## config.mk

```make
export PLATFORM = sky130hd
export DESIGN_NAME = cordic_seq_controller_flat
export DESIGN_NICKNAME = d
export VERILOG_FILES = /design/src/rtl/cordic_seq_controller_pkg.sv /design/src/rtl/cordic_seq_controller_if.sv /design/src/rtl/cordic_seq_controller_iter_counter.sv /design/src/rtl/cordic_seq_controller.sv /design/src/flat_wrapper.sv
export SDC_FILE = /design/constraint.sdc
export NUM_CORES = 1
export LEC_CHECK = 0
export ABC_AREA = 0
export BUFFER_PORTS_ARGS = -buffer_cell sky130_fd_sc_hd__buf_2
export CORE_MARGIN = 2
export CORE_UTILIZATION = 45
export DETAILED_ROUTE_END_ITERATION = 8
export GPL_TIMING_DRIVEN = 1
export PLACE_DENSITY_LB_ADDON = 0.15
export SYNTH_ARGS = -nofsm -noshare
export SYNTH_HDL_FRONTEND = slang
export SYNTH_SLANG_ARGS = --single-unit
export TNS_END_PERCENT = 50
```

## constraint.sdc

```tcl
create_clock -name clk -period 2.1 [get_ports clk]
set_input_delay 0.42 -clock clk [delete_from_list [all_inputs] [get_ports clk]]
set_output_delay 0.42 -clock clk [all_outputs]
set_load 0.1 [all_outputs]
```

## src/rtl/cordic_seq_controller_pkg.sv

```systemverilog
// Shared types and helpers for the CORDIC sequencer: state encoding, mode
// codes and the iteration-count clamp.
package cordic_ctrl_pkg;

  typedef enum logic [1:0] {
    IDLE    = 2'd0,
    LOAD    = 2'd1,
    COMPUTE = 2'd2,
    HOLD    = 2'd3
  } state_t;

  localparam logic MODE_ROT = 1'b0;
  localparam logic MODE_VEC = 1'b1;

  function automatic bit iters_out_of_range(input int n, input int max_iters);
    return (n == 0) || (n > max_iters);
  endfunction

  // Zero or oversize requests fall back to the full ROM depth.
  function automatic int clamp_iters(input int n, input int max_iters);
    return iters_out_of_range(n, max_iters) ? max_iters : n;
  endfunction

endpackage

```

## src/rtl/cordic_seq_controller_if.sv

```systemverilog
// Handshake/control bundle between operand source, result consumer and the
// CORDIC sequencer.
interface cordic_seq_controller_if #(parameter int ITER_W = 5);
  logic              start;
  logic              mode_in;
  logic [ITER_W-1:0] num_iters;
  logic              abort;
  logic              out_ready;
  logic              in_ready;
  logic              load;
  logic              iter_en;
  logic [ITER_W-1:0] iter_idx;
  logic              mode;
  logic              out_valid;
  logic              busy;
  logic              cfg_err;
  logic              aborted;

  modport master (
    output start, mode_in, num_iters, abort, out_ready,
    input  in_ready, load, iter_en, iter_idx, mode, out_valid, busy, cfg_err, aborted
  );

  modport slave (
    input  start, mode_in, num_iters, abort, out_ready,
    output in_ready, load, iter_en, iter_idx, mode, out_valid, busy, cfg_err, aborted
  );
endinterface

```

## src/rtl/cordic_seq_controller_iter_counter.sv

```systemverilog
// Micro-rotation counter: counts up while enabled and parks on limit-1
// instead of wrapping.
module cordic_iter_counter #(
  parameter int ITER_W = 5
) (
  input  logic              clk,
  input  logic              rst,
  input  logic              clear,
  input  logic              enable,
  input  logic [ITER_W-1:0] limit,
  output logic [ITER_W-1:0] count,
  output logic              terminal
);
  assign terminal = (count == limit - ITER_W'(1));

  always_ff @(posedge clk or negedge rst) begin
    if (!rst)                      count <= '0;
    else if (clear)                count <= '0;
    else if (enable && !terminal)  count <= count + ITER_W'(1);
  end
endmodule

```

## src/rtl/cordic_seq_controller.sv

```systemverilog
// Sequencer for the iterative CORDIC datapath: handshakes operands in,
// steps N micro-rotations, and holds the result until the consumer takes it.
module cordic_seq_controller
  import cordic_ctrl_pkg::*;
#(
  parameter int MAX_ITERS = 16,
  parameter int ITER_W    = 5
) (
  input logic                    clk,
  input logic                    rst,
  cordic_seq_controller_if.slave bus
);
  state_t            state, state_nx;
  logic              mode_q;
  logic [ITER_W-1:0] n_q;
  logic [ITER_W-1:0] count;
  logic              terminal;
  logic              accept;
  logic              kill;
  logic              cfg_err_q;
  logic              aborted_q;

  assign bus.in_ready = (state == IDLE) || ((state == HOLD) && bus.out_ready);
  assign accept       = bus.start && bus.in_ready && !bus.abort;
  assign kill         = bus.abort && (state != IDLE);

  always_ff @(posedge clk or negedge rst) begin
    if (!rst) state <= IDLE;
    else      state <= state_nx;
  end

  always_comb begin
    state_nx = state;
    case (state)
      IDLE:    if (accept) state_nx = LOAD;
      LOAD:    state_nx = COMPUTE;
      COMPUTE: if (terminal) state_nx = HOLD;
      HOLD:    if (bus.out_ready) state_nx = accept ? LOAD : IDLE;
      default: state_nx = IDLE;
    endcase
    // Abort outranks every other transition condition.
    if (kill) state_nx = IDLE;
  end

  always_ff @(posedge clk or negedge rst) begin
    if (!rst) begin
      mode_q    <= MODE_ROT;
      n_q       <= ITER_W'(MAX_ITERS);
      cfg_err_q <= 1'b0;
      aborted_q <= 1'b0;
    end else begin
      cfg_err_q <= accept && iters_out_of_range(int'(bus.num_iters), MAX_ITERS);
      aborted_q <= kill;
      if (accept) begin
        mode_q <= bus.mode_in;
        n_q    <= ITER_W'(clamp_iters(int'(bus.num_iters), MAX_ITERS));
      end
    end
  end

  cordic_iter_counter #(.ITER_W(ITER_W)) u_cnt (
    .clk      (clk),
    .rst      (rst),
    .clear    ((state == LOAD) || kill),
    .enable   (state == COMPUTE),
    .limit    (n_q),
    .count    (count),
    .terminal (terminal)
  );

  // Counter parks on N-1 after HOLD; mask it so IDLE/LOAD read zero.
  assign bus.iter_idx  = ((state == COMPUTE) || (state == HOLD)) ? count : '0;
  assign bus.load      = (state == LOAD);
  assign bus.iter_en   = (state == COMPUTE);
  assign bus.out_valid = (state == HOLD);
  assign bus.busy      = (state != IDLE);
  assign bus.mode      = mode_q;
  assign bus.cfg_err   = cfg_err_q;
  assign bus.aborted   = aborted_q;
endmodule

```

## src/flat_wrapper.sv

```systemverilog
// flat-port wrapper written by rule: the top's interface ports become plain ports
module cordic_seq_controller_flat import cordic_ctrl_pkg::*;
#(
  parameter int MAX_ITERS = 16,
  parameter int ITER_W    = 5
)
  (clk, rst, bus_start, bus_mode_in, bus_num_iters, bus_abort, bus_out_ready, bus_in_ready, bus_load, bus_iter_en, bus_iter_idx, bus_mode, bus_out_valid, bus_busy, bus_cfg_err, bus_aborted);
  cordic_seq_controller_if #(.ITER_W(ITER_W)) bus_i ();
  input logic clk;
  input logic rst;
  input wire logic [$bits(bus_i.start)-1:0] bus_start;
  input wire logic [$bits(bus_i.mode_in)-1:0] bus_mode_in;
  input wire logic [$bits(bus_i.num_iters)-1:0] bus_num_iters;
  input wire logic [$bits(bus_i.abort)-1:0] bus_abort;
  input wire logic [$bits(bus_i.out_ready)-1:0] bus_out_ready;
  output wire logic [$bits(bus_i.in_ready)-1:0] bus_in_ready;
  output wire logic [$bits(bus_i.load)-1:0] bus_load;
  output wire logic [$bits(bus_i.iter_en)-1:0] bus_iter_en;
  output wire logic [$bits(bus_i.iter_idx)-1:0] bus_iter_idx;
  output wire logic [$bits(bus_i.mode)-1:0] bus_mode;
  output wire logic [$bits(bus_i.out_valid)-1:0] bus_out_valid;
  output wire logic [$bits(bus_i.busy)-1:0] bus_busy;
  output wire logic [$bits(bus_i.cfg_err)-1:0] bus_cfg_err;
  output wire logic [$bits(bus_i.aborted)-1:0] bus_aborted;
  assign bus_i.start = bus_start;
  assign bus_i.mode_in = bus_mode_in;
  assign bus_i.num_iters = bus_num_iters;
  assign bus_i.abort = bus_abort;
  assign bus_i.out_ready = bus_out_ready;
  assign bus_in_ready = bus_i.in_ready;
  assign bus_load = bus_i.load;
  assign bus_iter_en = bus_i.iter_en;
  assign bus_iter_idx = bus_i.iter_idx;
  assign bus_mode = bus_i.mode;
  assign bus_out_valid = bus_i.out_valid;
  assign bus_busy = bus_i.busy;
  assign bus_cfg_err = bus_i.cfg_err;
  assign bus_aborted = bus_i.aborted;
  cordic_seq_controller #(.MAX_ITERS(MAX_ITERS), .ITER_W(ITER_W)) u_core (.clk(clk), .rst(rst), .bus(bus_i));
endmodule
```

==> out/summary.md, run 1 <==
The number of global-route vias before repair was 835; the total grt overflow was 0. The remaining design rule violation count was 0; the count of boundary I/O pins was 24. Final max-slew violation count: 0. The maximum number of pins on one net before global-route repair came out at 16. The worst register-to-register path has a setup slack of 0.15 ns. The count of nets after finishing was 161. The number of nets handed over by synthesis was 128. The endpoint identified for the worst register-to-register timing path is u_core.state[1]$_DFFE_PN0P_. Setup violations remaining at the end of the flow were counted as 0. For this design, the sink count on the clock tree is 15. A synthesized cell averages 9.25 um2. Clock-pin slew was measured on the worst setup and hold paths at 0.10 ns.

The full die area came out at 0.00264 mm2. Of all nets on the critical path, the largest fanout is 5. For the worst setup path, the data arrival time is 1.62 ns. The tools report the number of distinct library cells after synthesis as 34.

The number of inserted filler cells in the final layout is 179, and the initial DRC count is 10. The analysis attributes to cell leakage a power of 0.601 nW. The share of Yosys cell area claimed by the top area cell type was 0.347. The library cell used most frequently in the layout, excluding fill and tap cells, is sky130_fd_sc_hd__buf_2. For the routed wire length on met3, the log shows 105 um. Yosys attributes the largest share of cell area to sky130_fd_sc_hd__dfrtp_1 (35%), sky130_fd_sc_hd__ha_1 (9.9%), sky130_fd_sc_hd__nor2b_1 (4.3%).

After clock tree synthesis, the flow added hold-fix buffers numbering 0. The worst setup path is of the flop to primary output kind. The logs give 0.465 for the initial core utilization and 0 for the final count of hold timing violations. The global-route wire length before repair is 3.71 mm. The run gives 1.68 ns as the required time at the worst-slack endpoint. Routed signal wires occupy layers up through met4. Detailed routing inserted a total of 930 vias.

Based on the critical path, the design can be clocked at up to 490 MHz. The detail route stage leaves a number of antenna-violating nets equal to 0. In this run the horizontal extent of the chip is 51.3 um.

In this design, the stage delay of the slowest critical-path cell is 0.46 ns. In this run the worst hold path is classified as input port to asynchronous set/reset pin. The biggest area contributor in the post-synthesis netlist is sky130_fd_sc_hd__dfrtp_1. The flow ran to the end, and the final reports show no timing, DRC or antenna violations. Power spread over the standard cell area amounts to 1490 mW/mm2. The slew at the pin closest to its max-slew limit was 0.495 ns; the clock latency reported for the late side of the worst-skew pair was 0.29 ns. The vertical die dimension is 51.3 um, and the share of the clock period used by the worst path is 0.972. Total clock buffers created by CTS: 3. The number of register bits inferred by synthesis was 15; the wire length on met1 was 1.03 mm.

In the final timing run, aggregate negative setup slack is 0 ns. The row count is 17. Port buffering added 23 buffers.

The share of final-layout standard cells stronger than drive strength 1 works out to 0.355. The tools report the number of antenna violations at the first check in global routing as 0. Setup repair after global routing left no endpoint under its margin. The worst max-slew margin expressed relative to the limit is 0.667. The finished cells cover 0.00139 mm2.

Broken down by cell family, the worst path's largest delay share belongs to flip-flops. In the detailed route, the total length drawn on met2 is 1.24 mm. After floorplanning, the core was sized to cover 0.00217 mm2. The clock passes through at most 2 buffers. The level count of the clock H-tree is 1.

The run gives 0.373 as the fraction of the yosys area taken by sequential cells. After technology mapping, the gate count stands at 109. For the detailed-placement wirelength estimate, the log shows 1.77 mm. TritonCTS built the clock tree. Leaving out fill and tap cells, the most frequent cells in the layout are sky130_fd_sc_hd__buf_2 (17), sky130_fd_sc_hd__dfrtp_1 (12), sky130_fd_sc_hd__o21ai_0 (8), sky130_fd_sc_hd__nand2_1 (8), sky130_fd_sc_hd__inv_1 (7). Element type at the critical path end: a primary output. In the routed layout, each cell is associated on average with a via count of 5.50.

The number of warnings printed during yosys synthesis is 0. The repair_antennas step left the layout with diodes totalling 0. The root cell of the clock tree is sky130_fd_sc_hd__clkbuf_4.

The placed instances occupy a cell area of 0.00133 mm2. Counting cells, the worst reg-to-reg path comes to 8. The signal on the critical path passes through buf_4, ha_4, a21oi_4, clkinvlp_4, buf_6. The worst setup path is launched from a flop. Wires add up to 2.38 mm.

From synthesis to final layout, the design area changed by 38.0%. The tools report the final weighted congestion in routability-driven placement as 0.819. The logs give 0.190 for the combined global-route utilization of all metal layers and 4 for the number of optimization iterations in the first detailed-route pass.

The slowest stage of the critical path is the sky130_fd_sc_hd__dfrtp_2 cell. The summed instance area of the synthesized netlist came out at 0.00101 mm2. Shortest period the worst path allows: 2.04 ns.

For the setup skew after layout, the log shows 0.00633 ns. Startpoint of the worst-slack reg-to-reg timing path: u_core.n_q[0]$_DFFE_PN0P_. Max-cap check violation count: 0.

The average detailed-routed wire length per instance was 14.1 um. IR analysis of the VDD net gives a maximum drop of 1.61 mV. The number of buffers and inverters on the critical path was 3.
through the flow:
| stage | total power [W] | cells | hold WS, ns | setup WS, ns | util |
|---|---|---|---|---|---|
| after floorplan | 0.00157 | 109 | 0.124 | 0.0144 | - |
| after global placement | 0.00180 | 163 | 0.345 | 0.141 | 0.612 |
| after detailed placement | 0.00183 | 163 | 0.351 | 0.139 | 0.612 |
| after CTS | 0.00204 | 167 | 0.0304 | 0.0143 | 0.633 |
| after global routing | 0.00218 | 169 | 0.0440 | 0.0170 | 0.641 |
| final | 0.00207 | 169 | 0.0130 | 0.0594 | 0.641 |
power breakdown:
group / internal [W] / switching (W)
clock network: 0.0000739 / 0.000102
registers: 0.000389 / 0.000106
logic: 0.000439 / 0.000960
cells in the mapped netlist:
cell type and n:
sky130_fd_sc_hd__nor4bb_1 1, sky130_fd_sc_hd__a21oi_1 6, sky130_fd_sc_hd__or4_1 2, sky130_fd_sc_hd__dfstp_2 1, sky130_fd_sc_hd__and2_1 1, sky130_fd_sc_hd__nor2_2 1, sky130_fd_sc_hd__a21boi_0 1, sky130_fd_sc_hd__inv_1 9
sky130_fd_sc_hd__mux2_2 1, sky130_fd_sc_hd__xor2_1 2, sky130_fd_sc_hd__nand2_1 8, sky130_fd_sc_hd__nand3_1 2, sky130_fd_sc_hd__nor2_1 3, sky130_fd_sc_hd__nor3_1 3, sky130_fd_sc_hd__or3_1 3, sky130_fd_sc_hd__o211ai_1 1
sky130_fd_sc_hd__nor2b_1 7, sky130_fd_sc_hd__nand2b_1 2, sky130_fd_sc_hd__xnor2_1 3, sky130_fd_sc_hd__o21bai_1 3, sky130_fd_sc_hd__mux2i_1 1, sky130_fd_sc_hd__nor2b_2 1, sky130_fd_sc_hd__o31ai_1 1, sky130_fd_sc_hd__ha_1 8
sky130_fd_sc_hd__nand3b_1 4, sky130_fd_sc_hd__or3_4 1, sky130_fd_sc_hd__o21ai_1 5, sky130_fd_sc_hd__a311oi_4 1, sky130_fd_sc_hd__a21o_1 1, sky130_fd_sc_hd__o41ai_1 1, sky130_fd_sc_hd__dfrtp_1 14, sky130_fd_sc_hd__o21ai_0 8
sky130_fd_sc_hd__and3b_1 1, sky130_fd_sc_hd__nand4_1 2
cell families after synthesis:
kind of cell             count (synthesis)  share of synthesized area
AO/OA/AOI/OAI                           28                      0.181
flip-flops                              15                      0.373
buffers and inverters                    9                     0.0335
XOR/XNOR                                 5                     0.0434
AND/OR/NAND/NOR                         42                      0.248
adder cells (fa/ha/maj)                  8                     0.0993
multiplexers                             2                     0.0211
how the worst max path moves through the flow:
stage | startpoint | to | slack, ns | depth (start not counted)
5_1_grt | u_core.state[0]$_DFFE_PN0P_ | bus_in_ready | 0.02 | 5
3_3_place_gp | u_core.state[0]$_DFFE_PN0P_ | bus_iter_idx[4] | 0.14 | 5
2_1_floorplan | u_core.state[0]$_DFFE_PN0P_ | bus_iter_idx[0] | 0.01 | 4
6_report | u_core.state[0]$_DFFE_PN0P_ | bus_in_ready | 0.06 | 5
3_5_place_dp | u_core.state[0]$_DFFE_PN0P_ | bus_iter_idx[1] | 0.14 | 5
4_1_cts | u_core.state[0]$_DFFE_PN0P_ | bus_in_ready | 0.01 | 5
what timing repair did:
item	4_1_cts	5_1_grt
setup buffers	0	2
pin swaps	0	0
endpoints found under the setup margin	6	2
gates resized for setup	5	1
registers in the layout, indices dropped and copies added (netlist names):
signal              flops
u_core.u_cnt.count      5
u_core.bus.mode         1
u_core.n_q              5
u_core.bus.cfg_err      1
u_core.state            2
u_core.bus.aborted      1
cell type report:
cell class              instances  area (um2)  share of cell area
flip-flops and latches         15         379               0.272
inverters                       9        37.5              0.0270
repair buffers                 28         234               0.168
multi-input cells              85         679               0.488
clock buffers                   4        26.3              0.0189
well taps                      28        35.0              0.0252
per-layer routing:
layer / vias up / global-route usage
li1: 451 / -
met1: 448 / 0.247
met2: 29 / 0.323
met3: 2 / 0.0439
met4: 0 / 0.0395
met5: - / 0
(Power assumes the default switching activity.)
==> inputs of run 2 (changes only) <==
--- a/config.mk
+++ b/config.mk
@@ -7,12 +7,15 @@
 export LEC_CHECK = 0
 export ABC_AREA = 0
 export BUFFER_PORTS_ARGS = -buffer_cell sky130_fd_sc_hd__buf_2
+export CORE_ASPECT_RATIO = 1.75
 export CORE_MARGIN = 2
 export CORE_UTILIZATION = 45
 export DETAILED_ROUTE_END_ITERATION = 8
 export GPL_TIMING_DRIVEN = 1
 export PLACE_DENSITY_LB_ADDON = 0.15
+export SETUP_SLACK_MARGIN = 0.2
 export SYNTH_ARGS = -nofsm -noshare
 export SYNTH_HDL_FRONTEND = slang
+export SYNTH_HIERARCHICAL = 1
 export SYNTH_SLANG_ARGS = --single-unit
 export TNS_END_PERCENT = 50
==> out/summary.md, run 2 <==
In the final layout, the registers with the most flip-flops are u_core/n_q: 5 flops, u_core/u_cnt/count: 5 flops, u_core/state: 2 flops. At the end of routability-driven placement, the weighted congestion stood at 0.762. Summed over all layers, the global routing overflow is 0.

The slowest stage of the critical path belongs to the cell sky130_fd_sc_hd__dfrtp_1. The number of buffers on the longest clock path is 2, and the floorplan die width is 40.5 um. The final count of hold timing violations came out at 0. In this run the static leakage power is 0.656 nW. The largest fanout on the critical path works out to 4. After detailed placement, the total cell area comes to 0.00132 mm2. The die is 67.8 um tall.

The logs give 0.678 for the worst max-slew margin expressed relative to the limit and 1 for the level count of the clock H-tree. The tree is rooted in a sky130_fd_sc_hd__clkbuf_8. The routed design could run at a clock period as short as 2.01 ns. The most common cell after layout, fill and taps aside was sky130_fd_sc_hd__buf_2. Of all cell types, the one taking the most synthesized area is sky130_fd_sc_hd__dfrtp_1. The number of inserted filler cells in the final layout came out at 191.

The row count was 23. The critical path in this run is classified as flop to flop. Synthesis instantiated 38 different standard cells from the library. The number of input and output port buffers inserted is 23, and the final core utilization is 0.657.

The final max-slew violation count is 0. The run gives 0.00148 mm2 as the area of all placed cells without fillers. TritonCTS built the clock tree. Mean number of vias per cell: 5.45. The synthesized netlist net count came out at 125.

Counting every sink on the clock net gives 15. The share of flip-flops with an asynchronous set or reset after synthesis came out at 1.00. Most used standard cell by instance count after synthesis: sky130_fd_sc_hd__dfrtp_1. The tools report the number of global-route vias before repair as 939.

For this run, the slowest stage of the critical path takes 0.37 ns. The total power consumption of the routed design came out at 0.00234 W. The tools report the footprint of the multi-input gates as 719 um2. STA classifies the critical path endpoint as a flop. The area growth from synthesis to layout is 40.9%.

Setup repair after global routing could not meet its margin everywhere. In the final layout, flip-flops and latches occupy 379 um2. The number of antenna diodes in the final layout is 0. The count of boundary I/O pins is 24.

In this run the mean area of a mapped cell was 9.79 um2. The required time at the worst-slack endpoint is 2.24 ns. Derived from the worst setup path, the maximum achievable clock frequency is 498 MHz. In the layout the commonest cells are sky130_fd_sc_hd__buf_2 (16), sky130_fd_sc_hd__buf_4 (14), sky130_fd_sc_hd__dfrtp_1 (12). The share of final-layout standard cells stronger than drive strength 1 is 0.462, and the average detailed-routed wire length per instance is 14.7 um. Entering global routing, the biggest net connects 16 pins. TritonCTS created 3 clock buffers. STA classifies the critical path startpoint as a flop. The post-route worst hold slack was 0.0747 ns; the setup slack after layout was 0.0940 ns. The most frequently used flop master after synthesis was sky130_fd_sc_hd__dfrtp_1. For the fraction of the yosys area taken by sequential cells, the log shows 0.360.

The run finished with clean final reports. The share of the clock period used by the worst path came out at 0.955. For this run, the post-layout net count is 164.

Clock latency on the worst-skew pair, taken at its later pin, is 0.24 ns. Max-cap violations in this run came to 0. The core region is 0.00224 mm2.

The routed layout has 927 vias. The signal on the critical path passes through inv_2, ha_4, nor2b_1, or3_4, a311oi_4, o22ai_2, a22o_1, a21o_1. In the post-synthesis netlist, the biggest area contributors are sky130_fd_sc_hd__dfrtp_1 (33%), sky130_fd_sc_hd__ha_1 (8.4%), sky130_fd_sc_hd__nor2b_1 (4.8%). The number of register bits inferred by synthesis is 15, and the number of nets with antenna violations after detailed routing is 0. For the number of optimization iterations in the first detailed-route pass, the log shows 4. Count of endpoints failing setup in the final report: 0. The remaining design rule violation count is 0, and the full die area is 0.00274 mm2.

The kind of path behind the tightest hold check is input port to asynchronous set/reset pin. The initial core utilization is 0.467, and the worst supply voltage drop on vdd is 1.13 mV. Worst slack at placement: 0.0133 ns. The share of Yosys cell area claimed by the top area cell type came out at 0.335. Ranked by instance count, the synthesized netlist is headed by sky130_fd_sc_hd__dfrtp_1 (14), sky130_fd_sc_hd__inv_1 (10), sky130_fd_sc_hd__o21ai_0 (10), sky130_fd_sc_hd__nor2b_1 (8).

Summed over all nets, the half-perimeter wirelength after detailed placement is 1.90 mm. For the final database, setup skew stands at 0.00259 ns. At the pin with the least slew margin, the transition time is 0.487 ns. After clock tree synthesis, the clock-pin slew on the worst setup and hold paths is 0.06 ns. The run gives 0.00105 mm2 as the summed instance area of the synthesized netlist.

Data arrives at the worst endpoint at 2.14 ns. Number of warnings printed during yosys synthesis: 6. The number of antenna violations at the first check in global routing is 0, and the power density over the cells is 1590 mW/mm2.

The tools report the combined global-route utilization of all metal layers as 0.219. Counting every instance in the synthesized netlist gives 107. The wire length reported by the detailed router came out at 2.50 mm. In this run, synthesis inferred 0 flip-flops with an integrated enable.

The global-route wire length before repair came out at 4.15 mm. The first routing iteration left 20 violations.
[run 2: per-stage QoR]
step	std cells	setup TNS, ns
finish	170	0
CTS	164	0
global route	170	-0.00493
detailed placement	159	0
floorplan	107	0
global placement	159	0
[run 2: path summary, 6_finish.rpt]
path / from / to / slack, ns / depth (start not counted)
hold / removal: rst / u_core/state[0]$_DFFE_PN0P_ / 0.07 / 1
hold reg to reg: u_core/bus.mode$_DFFE_PN0N_ / u_core/bus.mode$_DFFE_PN0N_ / 0.52 / 1
setup reg to reg: u_core/n_q[1]$_DFFE_PN0N_ / u_core/state[1]$_DFFE_PN0P_ / 0.09 / 8
setup / recovery: u_core/n_q[1]$_DFFE_PN0N_ / u_core/state[1]$_DFFE_PN0P_ / 0.09 / 8
max in group asynchronous: rst / u_core/n_q[4]$_DFFE_PN1N_ / 1.72 / 1
min in group clk: bus_mode_in / u_core/bus.mode$_DFFE_PN0N_ / 0.41 / 2
[run 2: logic make-up after synthesis]
logic type | after synthesis | synth area share
DFF | 15 | 0.360
AOI/OAI and AO/OA | 23 | 0.159
muxes | 4 | 0.0478
buffers and inverters | 11 | 0.0466
adders and majority gates | 7 | 0.0836
xor gates and xnor gates | 5 | 0.0418
and+or+nand+nor | 42 | 0.262
[run 2: metal layers]
layer	vias up	part of all wire	GRT usage
met1	456	0.38	0.245
met3	2	0.026	0.0195
met4	0	0.0092	0.100
li1	449	-	-
met2	20	0.58	0.391
met5	-	0	0
[run 2: power by group]
| group | switching (W) | internal, W |
|---|---|---|
| Clock | 0.000102 | 0.000134 |
| Combinational | 0.00100 | 0.000603 |
| Sequential | 0.000106 | 0.000391 |
| Total | 0.00121 | 0.00113 |
[run 2: layout make-up]
type                       count  area share
multi-input combinational     81       0.488
timing repair buffer          35       0.176
clock buffer                   4      0.0305
inverter                      10      0.0280
sequential                    15       0.257
tap                           25      0.0212
[run 2: worst max-delay path: cells and delay by family (launching register included)]
kind,cells,cell delay [ns]
buffers and inverters,1,0.05
and+or+nand+nor,2,0.47
AOI/OAI and AO/OA,4,0.84
adders and majority gates,1,0.17
DFF,1,0.37
[run 2: timing repair]
item,4_1_cts,5_1_grt
resized for setup,5,16
hold endpoints to repair,0,0
hold buffers,0,0
buffers inserted,1,6
setup endpoints to repair,13,13
pin swaps,2,4
==> inputs of run 3 (changes only) <==
--- a/config.mk
+++ b/config.mk
@@ -7,12 +7,12 @@
 export LEC_CHECK = 0
 export ABC_AREA = 0
 export BUFFER_PORTS_ARGS = -buffer_cell sky130_fd_sc_hd__buf_2
-export CORE_ASPECT_RATIO = 1.75
 export CORE_MARGIN = 2
-export CORE_UTILIZATION = 45
+export CORE_UTILIZATION = 52
 export DETAILED_ROUTE_END_ITERATION = 8
 export GPL_TIMING_DRIVEN = 1
 export PLACE_DENSITY_LB_ADDON = 0.15
+export RECOVER_POWER = 50
 export SETUP_SLACK_MARGIN = 0.2
 export SYNTH_ARGS = -nofsm -noshare
 export SYNTH_HDL_FRONTEND = slang
==> out/summary.md, run 3 (synthesis gave the netlist of run 2 again) <==
The final max-slew violation count is 0, and the number of optimization iterations in the first detailed-route pass is 4. The endpoint identified for the worst register-to-register timing path is u_core/u_cnt/count[0]$_DFFE_PN0P_. The floorplan step defined a die boundary enclosing 0.00239 mm2.

The detailed-placement wirelength estimate is 1.68 mm. The worst-case IR drop observed on VDD is 1.56 mV. In this run the static leakage power is 0.672 nW. In this run the worst path has a maximum fanout of 6. On the critical path, the stage with the largest delay is an instance of sky130_fd_sc_hd__dfrtp_1. In the post-route analysis, the smallest setup slack over all paths is 0.110 ns. For the final count of hold timing violations, the log shows 0. The library cell used most frequently in the layout, excluding fill and tap cells, is sky130_fd_sc_hd__buf_2. The floorplan step set the die height to 48.9 um.

The flow ran to the end, and the final reports show no timing, DRC or antenna violations. For the total clock buffers created by CTS, the log shows 3. The share of final-layout standard cells stronger than drive strength 1 was 0.486; the average detailed-routed wire length per instance was 15.4 um.

Once layout is done, the placed cells without fillers occupy 0.00156 mm2. STA puts the critical path data arrival time at 1.57 ns. The worst setup path is captured at a primary output.

The final core utilization is 0.811, and the final weighted congestion in routability-driven placement is 0.767. The final antenna diode count came out at 0. Dividing total power by cell area gives a power density of 1530 mW/mm2. The root buffer cell chosen for the clock tree is sky130_fd_sc_hd__clkbuf_4. The maximum number of pins on one net before global-route repair was 16. Leaving out fill and tap cells, the most frequent cells in the layout are sky130_fd_sc_hd__buf_2 (15), sky130_fd_sc_hd__dfrtp_1 (13), sky130_fd_sc_hd__buf_4 (9). The mean number of vias per cell is 5.52, and the number of clock sinks seen by CTS is 15. The global routing met2 resource utilization was 0.402; the number of input and output port buffers inserted was 23. Measured in cells, the most critical reg-to-reg path has a length of 8. The number of inserted filler cells in the final layout was 120. The critical path class was flop to primary output. Setup violations remaining at the end of the flow were counted as 0. Nature of the critical path startpoint: a flop. In this run, the number of DRC markers left after iteration 0 of detailed routing was 21.

The cell area after placement was 0.00133 mm2; the global-route wire length before repair was 4.42 mm. In this run the worst setup path begins at u_core/state[1]$_DFFE_PN0P_. Across the routed clock network, the largest skew measured is 0.00174 ns. The slew at the pin closest to its max-slew limit was 0.852 ns. TritonCTS built the clock tree.

For the top achievable clock speed, the log shows 503 MHz. Measured along the x axis, the die boundary spans 48.9 um. The max-cap check violation count is 0, and the largest stage delay on the critical path is 0.53 ns.

The tools report the count of boundary I/O pins as 24. The required time at the worst-slack endpoint is 1.68 ns, and the worst slack at placement is 0.0402 ns. The clock passes through at most 2 buffers. Kind of path behind the tightest hold check: input port to asynchronous set/reset pin. The global routing stage identified its most utilized layer as met2.

The startpoint of the worst-slack reg-to-reg timing path is u_core/n_q[0]$_DFFE_PN0N_. The level count of the clock H-tree was 1; the met1 global-route usage was 0.310. The total number of vias came out at 955.

Setup repair after global routing could not meet its margin everywhere. In this run the remaining antenna-violating nets after routing total 0. The tools report the clock latency reported for the late side of the worst-skew pair as 0.29 ns. The area growth from synthesis to layout is 48.9%.

The final layout contains routed wiring with a total length of 2.66 mm. The fraction of met3 tracks used by global routing is 0.0215, and the number of global-route vias before repair is 958. The initial core utilization is 0.545. The worst max-slew margin expressed relative to the limit came out at 0.432. For this run, design rule violations remaining after detail routing come to 0. The core region is 0.00192 mm2.

The logs give 0 for the number of antenna violations at the first check in global routing and 165 for the count of nets after finishing. In this run the register-to-register setup slack is 0.13 ns. The largest registers in the layout are u_core/n_q: 5 flops, u_core/u_cnt/count: 5 flops, u_core/state: 2 flops. The share of the clock period used by the worst path works out to 0.948.

After clock tree synthesis, the clock-pin slew on the worst setup and hold paths is 0.10 ns. The row count is 16. The routed design could run at a clock period as short as 1.99 ns. Walking the worst path, the cells encountered are inv_2, ha_4, a21oi_4, clkinvlp_4, buf_6. The total overflow left after global routing is 0. For the final routed database, the setup TNS stands at 0 ns. The tools report the combined global-route utilization of all metal layers as 0.241.
run 3: layout make-up:
cell class,count,area (um2),area share
flip-flops and latches,15,378,0.242
clock inverters,1,5.00,0.00321
multi-input cells,81,754,0.484
inverters,10,41.3,0.0265
repair buffers,36,324,0.208
clock buffers,3,22.5,0.0144
well taps,27,33.8,0.0217
run 3: critical path: cells and delay by family (launching register included):
kind	cells	cell delay (ns)
buf+inv	3	0.39
fa+ha+maj	1	0.20
compound gates	1	0.14
flops	1	0.53
run 3: timing repair:
item	in CTS	in global routing
pin swaps	8	3
hold buffers	0	0
setup buffers	8	0
gates resized for setup	31	9
endpoints found under the setup margin	16	15
run 3: how the worst max path moves through the flow:
stage                                              to  slack, ns
after floorplan           u_core/state[1]$_DFFE_PN0P_       0.08
after global placement    u_core/state[1]$_DFFE_PN0P_        0.1
after detailed placement  u_core/state[1]$_DFFE_PN0P_       0.04
after CTS                 u_core/state[1]$_DFFE_PN0P_       0.14
after global routing                     bus_in_ready       0.03
final                                    bus_in_ready       0.11
run 3: per-stage QoR:
stage / total power, W / hold slack (ns) / cells
after floorplan: 0.00168 / 0.124 / 107
after CTS: 0.00233 / 0.0241 / 173
after global routing: 0.00252 / 0.268 / 173
after detailed placement: 0.00196 / 0.350 / 161
after global placement: 0.00194 / 0.346 / 161
final: 0.00238 / 0.195 / 173
run 3: power by group:
group	internal [W]	switching, W
registers	0.000389	0.000112
clock network	0.0000710	0.000107
logic	0.000659	0.00105
run 3: layer usage:
metal | share of wire | vias to the layer above
met3 | 0.042 | 8
li1 | - | 455
met2 | 0.49 | 32
met5 | 0 | -
met4 | 0.026 | 0
met1 | 0.44 | 460
